## src/rtl/w_74hc_pkg.sv

```systemverilog
// ============================================================================
// w_74hc_pkg : shared constants for the 74HC16x counter models
// Rev 1.0
// ============================================================================
`default_nettype none

package w_74hc_pkg;

    localparam int DEFAULT_WIDTH = 4;

    // Next-state selector encodings
    localparam int SEL_W = 3;
    typedef logic [SEL_W-1:0] sel_t;

    localparam sel_t SEL_CLR  = 3'd0;
    localparam sel_t SEL_LOAD = 3'd1;
    localparam sel_t SEL_INC  = 3'd2;
    localparam sel_t SEL_DEC  = 3'd3;
    localparam sel_t SEL_HOLD = 3'd4;

    // Terminal-count helpers
    localparam logic DIR_UP   = 1'b1;
    localparam logic DIR_DOWN = 1'b0;
    localparam int   TERM_DOWN_VALUE = 0;

    function automatic int term_value(input int modulus, input logic up);
        return up ? (modulus - 1) : TERM_DOWN_VALUE;
    endfunction

endpackage

`default_nettype wire

```

## src/rtl/w_74hc_cnt_next.sv

```systemverilog
// ============================================================================
// w_74hc_cnt_next : next-state and terminal-value logic of the modulo-N counter
// Rev 1.0
// ============================================================================
`default_nettype none

module w_74hc_cnt_next
    import w_74hc_pkg::*;
#(
    parameter int WIDTH   = DEFAULT_WIDTH,
    parameter int MODULUS = 2 ** WIDTH
) (
    input  logic [WIDTH-1:0] q,
    input  logic [WIDTH-1:0] d,
    input  logic             ld_n,
    input  logic             enp,
    input  logic             ent,
    input  logic             up,
    output logic [WIDTH-1:0] q_next,
    output logic [WIDTH-1:0] terminal
);

    localparam logic [WIDTH-1:0] TERM_UP = WIDTH'(term_value(MODULUS, DIR_UP));
    localparam logic [WIDTH-1:0] TERM_DN = WIDTH'(term_value(MODULUS, DIR_DOWN));
    localparam logic [WIDTH-1:0] ONE     = WIDTH'(1);

    sel_t sel;

    always_comb begin
        sel = SEL_HOLD;
        if (!ld_n) begin
            sel = SEL_LOAD;
        end else if (enp && ent) begin
            sel = up ? SEL_INC : SEL_DEC;
        end
    end

    // Wrap is an explicit compare, so out-of-range states recover in one count
    always_comb begin
        q_next = q;
        case (sel)
            SEL_LOAD: q_next = d;
            SEL_INC:  q_next = (q < TERM_UP) ? (q + ONE) : '0;
            SEL_DEC:  q_next = (q != '0 && q <= TERM_UP) ? (q - ONE) : TERM_UP;
            SEL_CLR:  q_next = '0;
            default:  q_next = q;
        endcase
    end

    assign terminal = up ? TERM_UP : TERM_DN;

endmodule

`default_nettype wire

```

## src/rtl/w_74hc161_counter.sv

```systemverilog
// ============================================================================
// w_74hc161_counter : presettable synchronous modulo-N counter (74HC161/160)
// Optional up/down counting with U_D when W_74HC161_UPDOWN_EN is defined.
// Rev 1.0
// ============================================================================
`default_nettype none

module w_74hc161_counter
    import w_74hc_pkg::*;
#(
    parameter int WIDTH   = DEFAULT_WIDTH,
    parameter int MODULUS = 2 ** WIDTH
) (
    input  logic             CLK,
    input  logic             R,
    input  logic             LD,
    input  logic             ENP,
    input  logic             ENT,
    input  logic [WIDTH-1:0] D,
`ifdef W_74HC161_UPDOWN_EN
    input  logic             U_D,
`endif
    output logic [WIDTH-1:0] Q,
    output logic             RCO
);

    if (WIDTH < 2 || MODULUS < 2 || MODULUS > (2 ** WIDTH)) begin : g_param_check
        $error("w_74hc161_counter: WIDTH must be >= 2 and MODULUS in 2..2**WIDTH");
    end

    logic             count_up;
    logic [WIDTH-1:0] q_next;
    logic [WIDTH-1:0] terminal;

`ifdef W_74HC161_UPDOWN_EN
    assign count_up = U_D;
`else
    assign count_up = DIR_UP;
`endif

    w_74hc_cnt_next #(
        .WIDTH   (WIDTH),
        .MODULUS (MODULUS)
    ) u_next (
        .q        (Q),
        .d        (D),
        .ld_n     (LD),
        .enp      (ENP),
        .ent      (ENT),
        .up       (count_up),
        .q_next   (q_next),
        .terminal (terminal)
    );

    always_ff @(posedge CLK or negedge R) begin
        if (!R) begin
            Q <= '0;
        end else begin
            Q <= q_next;
        end
    end

    // Combinational so a cascaded stage sees the carry in the same cycle
    assign RCO = ENT & (Q == terminal);

endmodule

`default_nettype wire

```

## config.mk

```make
export PLATFORM = sky130hd
export DESIGN_NAME = w_74hc161_counter
export DESIGN_NICKNAME = d
export VERILOG_FILES = /design/src/rtl/w_74hc_pkg.sv /design/src/rtl/w_74hc_cnt_next.sv /design/src/rtl/w_74hc161_counter.sv
export SDC_FILE = /design/constraint.sdc
export NUM_CORES = 1
export LEC_CHECK = 0
export BUFFER_PORTS_ARGS = -buffer_cell sky130_fd_sc_hd__buf_2
export CAP_MARGIN = 15
export CORE_AREA = 2 2 39 41
export CTS_BUF_LIST = sky130_fd_sc_hd__clkbuf_8 sky130_fd_sc_hd__clkbuf_16
export DETAILED_ROUTE_END_ITERATION = 16
export DIE_AREA = 0 0 41 43
export PLACE_DENSITY = 0.48
export SLEW_MARGIN = 20
export SYNTH_ARGS = -nofsm -noshare
export SYNTH_HDL_FRONTEND = slang
export SYNTH_SLANG_ARGS = --single-unit
```

## constraint.sdc

```tcl
create_clock -name CLK -period 2.05 [get_ports CLK]
set_clock_uncertainty 0.2 [all_clocks]
set_input_delay 0.41 -clock CLK [delete_from_list [all_inputs] [get_ports CLK]]
set_output_delay 0.41 -clock CLK [all_outputs]
set_load 0.01 [all_outputs]
```

* Yosys cells after proc, flatten, opt, wreduce, memory -nomap -nowiden
Index checks and enable logic that the tools add are counted. Widths: inputs -> output; s select.
Word-level totals: word-level logic and storage cells 20, output and inout port bits 5, bits in registers 4, input bits 9
Operators by class: multiplexer cells 5, reductions and logical operators 5, bitwise gates (word level) 1, equality and inequality tests 4, $add $sub $neg 2, order comparisons 2
Operators with widths (number):
- $pmux 4 s4 | 1
- $mux 4 | 2
- $reduce_bool 4->1 | 2
- $eq 3x2->1 const B | 2
- $mux 3 | 2
- $add 4x1->4 const B | 1
- $eq 4x4->1 const B | 1
- $le 4x4->1 const B | 1
- $lt 4x4->1 const B | 1
- $sub 4x1->4 const B | 1
- $eq 3x1->1 const B | 1
- $logic_not 3->1 | 1
- $logic_and 1x1->1 | 2
- $and 1x1->1 | 1

* Logic depth before layout (Yosys ltp)
word-level depth 5, depth in mapped cells 4, depth with buffers taken out 4

* Modules after synthesis
A second synthesis with hierarchy kept.
Unflattened totals: cell total of the unflattened synthesis 55, area, all modules 425.4 sq um
Modules (own cells, without submodules):
- w_74hc_cnt_next | cells each 41, times used 1, seq. area each 0.0 sq um, area each 256.5 sq um
- w_74hc161_counter | cells each 14, times used 1, seq. area each 100.1 sq um, area each 168.9 sq um

* Worst setup path before layout
OpenSTA, ideal clock, no wires.
kind flip-flop to output port, start point reg Q[0], end point out RCO, arrival 0.941 ns, data required time 1.440 ns, buffers on the path 0, stages on the path, launching flop included 3, path slack 0.499 ns, cells stage by stage dfrtp_1 -> ha_1 -> and4_2
On the way: cells in the longest elaborated chain, start to end 2
Ends and longest elaborated chain:
- start: declaration | line w_74hc161_counter.sv:23 | output logic [WIDTH-1:0] Q,
- start signal: assignment | line w_74hc161_counter.sv:59 | Q <= q_next;
- $eq 4x4->1 | line w_74hc161_counter.sv:64 | assign RCO = ENT & (Q == terminal);
- $and 1x1->1 | line w_74hc161_counter.sv:64
- end: declaration | line w_74hc161_counter.sv:24 | output logic RCO
Every way passes these cells.

* Final worst setup path
Ends and elaborated chain as after synthesis.

==> qor.txt <==
Status = finished clean
Die height = 43 µm
CTS root buf = clkbuf_8
All-layer global routing usage = 0.0848
Core area = 1380 µm²
Final Max Tran Viols = 0
Final worst slack = 0.169 ns
Fmax = 532 MHz
Max rail drop VDD = 0.365 mV
Clock tree buffer depth = 2
Post-Route WL = 573 µm
Total CTS buffers = 3
Sequential-to-total area share from yosys stat = 0.388
Setup Fix Bufs, Post-CTS = 0
Synth warn = 0
Clock latency at the later pin of the worst-skew pair = 0.21 ns
Drt initial violations = 4
WL/cell = 9.55 µm
Die width = 41 µm
Post-CTS Resized = 0
Final non-filler cell area = 389 µm²
Global placer's final weighted congestion = 0.667
Power Density = 828 nW/µm²
Synth unique cells = 17
Synth top area share = 0.388
Area grow syn2layout = 51.0%
Synth Area in Compound Gates = 0.184
# IOs = 14
Period Utilization, post-route = 0.917
Period minus WS final = 1.88 ns
Clk slew on worst S/H paths = 0.03 ns
Largest register FFs = 4
Layout cell share with drive strength beyond 1 = 0.409
CP max FO = 7
Top reg by flops = Q
Max-cap violations = 0
Via density = 4.15
DRC viols = 0
CTS HTree Levels = 1
Mapped Area = 258 µm²
Vias in the first global route = 245
Setup Viol. Count Final = 0
Req. time, crit path = 1.44 ns
Area contributors post-synth = dfrtp_1 39%, ha_1 9.7%, a21oi_1 5.8%
Crit. End Element = output port
Cell taking the most area after synthesis = dfrtp_1
Crit Path Class = reg -> out
Via count = 249
Largest net degree at the start of global routing = 10
Die area = 1760 µm²
Initial core utilization = 0.186
Worst Hold Slack = 0.241 ns
Post-synthesis mux area share = 0.0388
RSZ-0062 raised after global routing = false
GRT overflow = 0
Placement Cell Area = 338 µm²
First-pass GRT wire length = 938 µm
Slew HR = 0.860
Drt pass-1 iters = 3
Antenna fix cells = 0
Rows = 14
Number of port buffers = 13
Final Hold Viols = 0
Biggest regs = Q: 4 flops
CP arrival = 1.27 ns
Total design power = 322 µW
Initial antenna violation count = 0
Worst slack at placement = 0.390 ns
Critical Path Start Type = flip-flop
Pleak = 0.196 nW
Main combinational cell family by area after synthesis = simple AND/OR/NAND/NOR gates
Syn Inst Count = 28
CTS tree = done
Simple-Gate Fraction of Synth Area = 0.194
Post-Synth Adder-Cell Area = 0.0971
Post-synthesis area per instance = 9.21 µm²
XOR/XNOR Fraction of Synth Area = 0.0340
Synthesis-stage register bit count = 4
HP Class = in -> reg
Final nets = 57
Setup TNS = 0 ns
Sink Count = 4
Mapped Nets = 39
Actual slew at the worst max-slew pin = 0.210 ns
Routed Antenna Nets = 0
[power breakdown]
part           switching, mW  internal (mW)
clock network         0.0376          0.125
logic                 0.0301         0.0287
registers             0.0124         0.0885
[timing repair]
action / CTS / global route
hold buffers: 1 / 0
setup endpoints to repair: 0 / 0
endpoints found under the hold margin: 4 / 0
[per-layer routing]
layer  vias up  routed length (µm)  GRT usage  part of all wire
li1        132                   -          -                 -
met1       109                 261      0.108              0.46
met2         8                 272      0.103              0.47
met3         0                  40     0.0157             0.070
met4         0                   0      0.100                 0
met5         -                   0          0                 0
[cell usage after synthesis (all sizes together)]
cell and n:
nand3 2, ha 2, mux2i 1, and4 1, buf 1, dfrtp 4, o221ai 1, nand2 2
xor2 1, nand4b 1, nor2 3, a31oi 1, a21oi 3, inv 3, a311o 1, o211ai 1
[area by class of cell]
cell class | instances | area [µm²]
Timing Repair Buffer | 14 | 75.1
Inverter | 3 | 11.3
Fill cell | 142 | 995
Clock buffer | 3 | 41.3
Tap cell | 16 | 20.0
Multi-Input combinational cell | 20 | 141
Sequential cell | 4 | 100
[cell families after synthesis]
| group | after synthesis |
|---|---|
| adders and majority gates | 2 |
| and+or+nand+nor | 9 |
| DFF | 4 |
| muxes | 1 |
| buffers and inverters | 4 |
| xor gates and xnor gates | 1 |
| AOI/OAI and AO/OA | 7 |
[placed cells by master, fill, tap and decap left out]
cell and count:
buf_2 13, dfrtp_1 4, inv_1 3, nor2_1 3, a21oi_1 3, clkbuf_8 3, nand3_1 2, ha_1 2
and4_2 1, xor2_1 1, nand2_2 1, mux2i_1 1, nand4b_1 1, o211ai_1 1, o221ai_1 1, a311o_1 1
nand2_1 1, a31oi_1 1, dlygate4sd3_1 1
[critical path, stage by stage, from the launching register on]
cell and delay, ns:
dfrtp_1 0.43, ha_1 0.27, and4_2 0.22, buf_2 0.13
[stage by stage]
| stage | std cells | util |
|---|---|---|
| final | 60 | 0.281 |
| after global routing | 60 | 0.281 |
| after CTS | 60 | 0.281 |
| after detailed placement | 56 | 0.244 |
| after global placement | 56 | 0.244 |
| after floorplan | 28 | - |
[path summary, 6_finish.rpt]
check / start / endpoint / slack [ns] / cells after the start
hold reg to reg: Q[3]$_DFFE_PN0P_ / Q[3]$_DFFE_PN0P_ / 0.39 / 2
setup reg to reg: Q[0]$_DFFE_PN0P_ / Q[0]$_DFFE_PN0P_ / 0.50 / 3
setup / recovery: Q[0]$_DFFE_PN0P_ / RCO / 0.17 / 3
min in group asynchronous: R / Q[3]$_DFFE_PN0P_ / 0.32 / 2
max in group asynchronous: R / Q[0]$_DFFE_PN0P_ / 1.21 / 2
hold / removal: D[2] / Q[2]$_DFFE_PN0P_ / 0.24 / 3
Note: power is estimated with default switching activity, not from simulation.
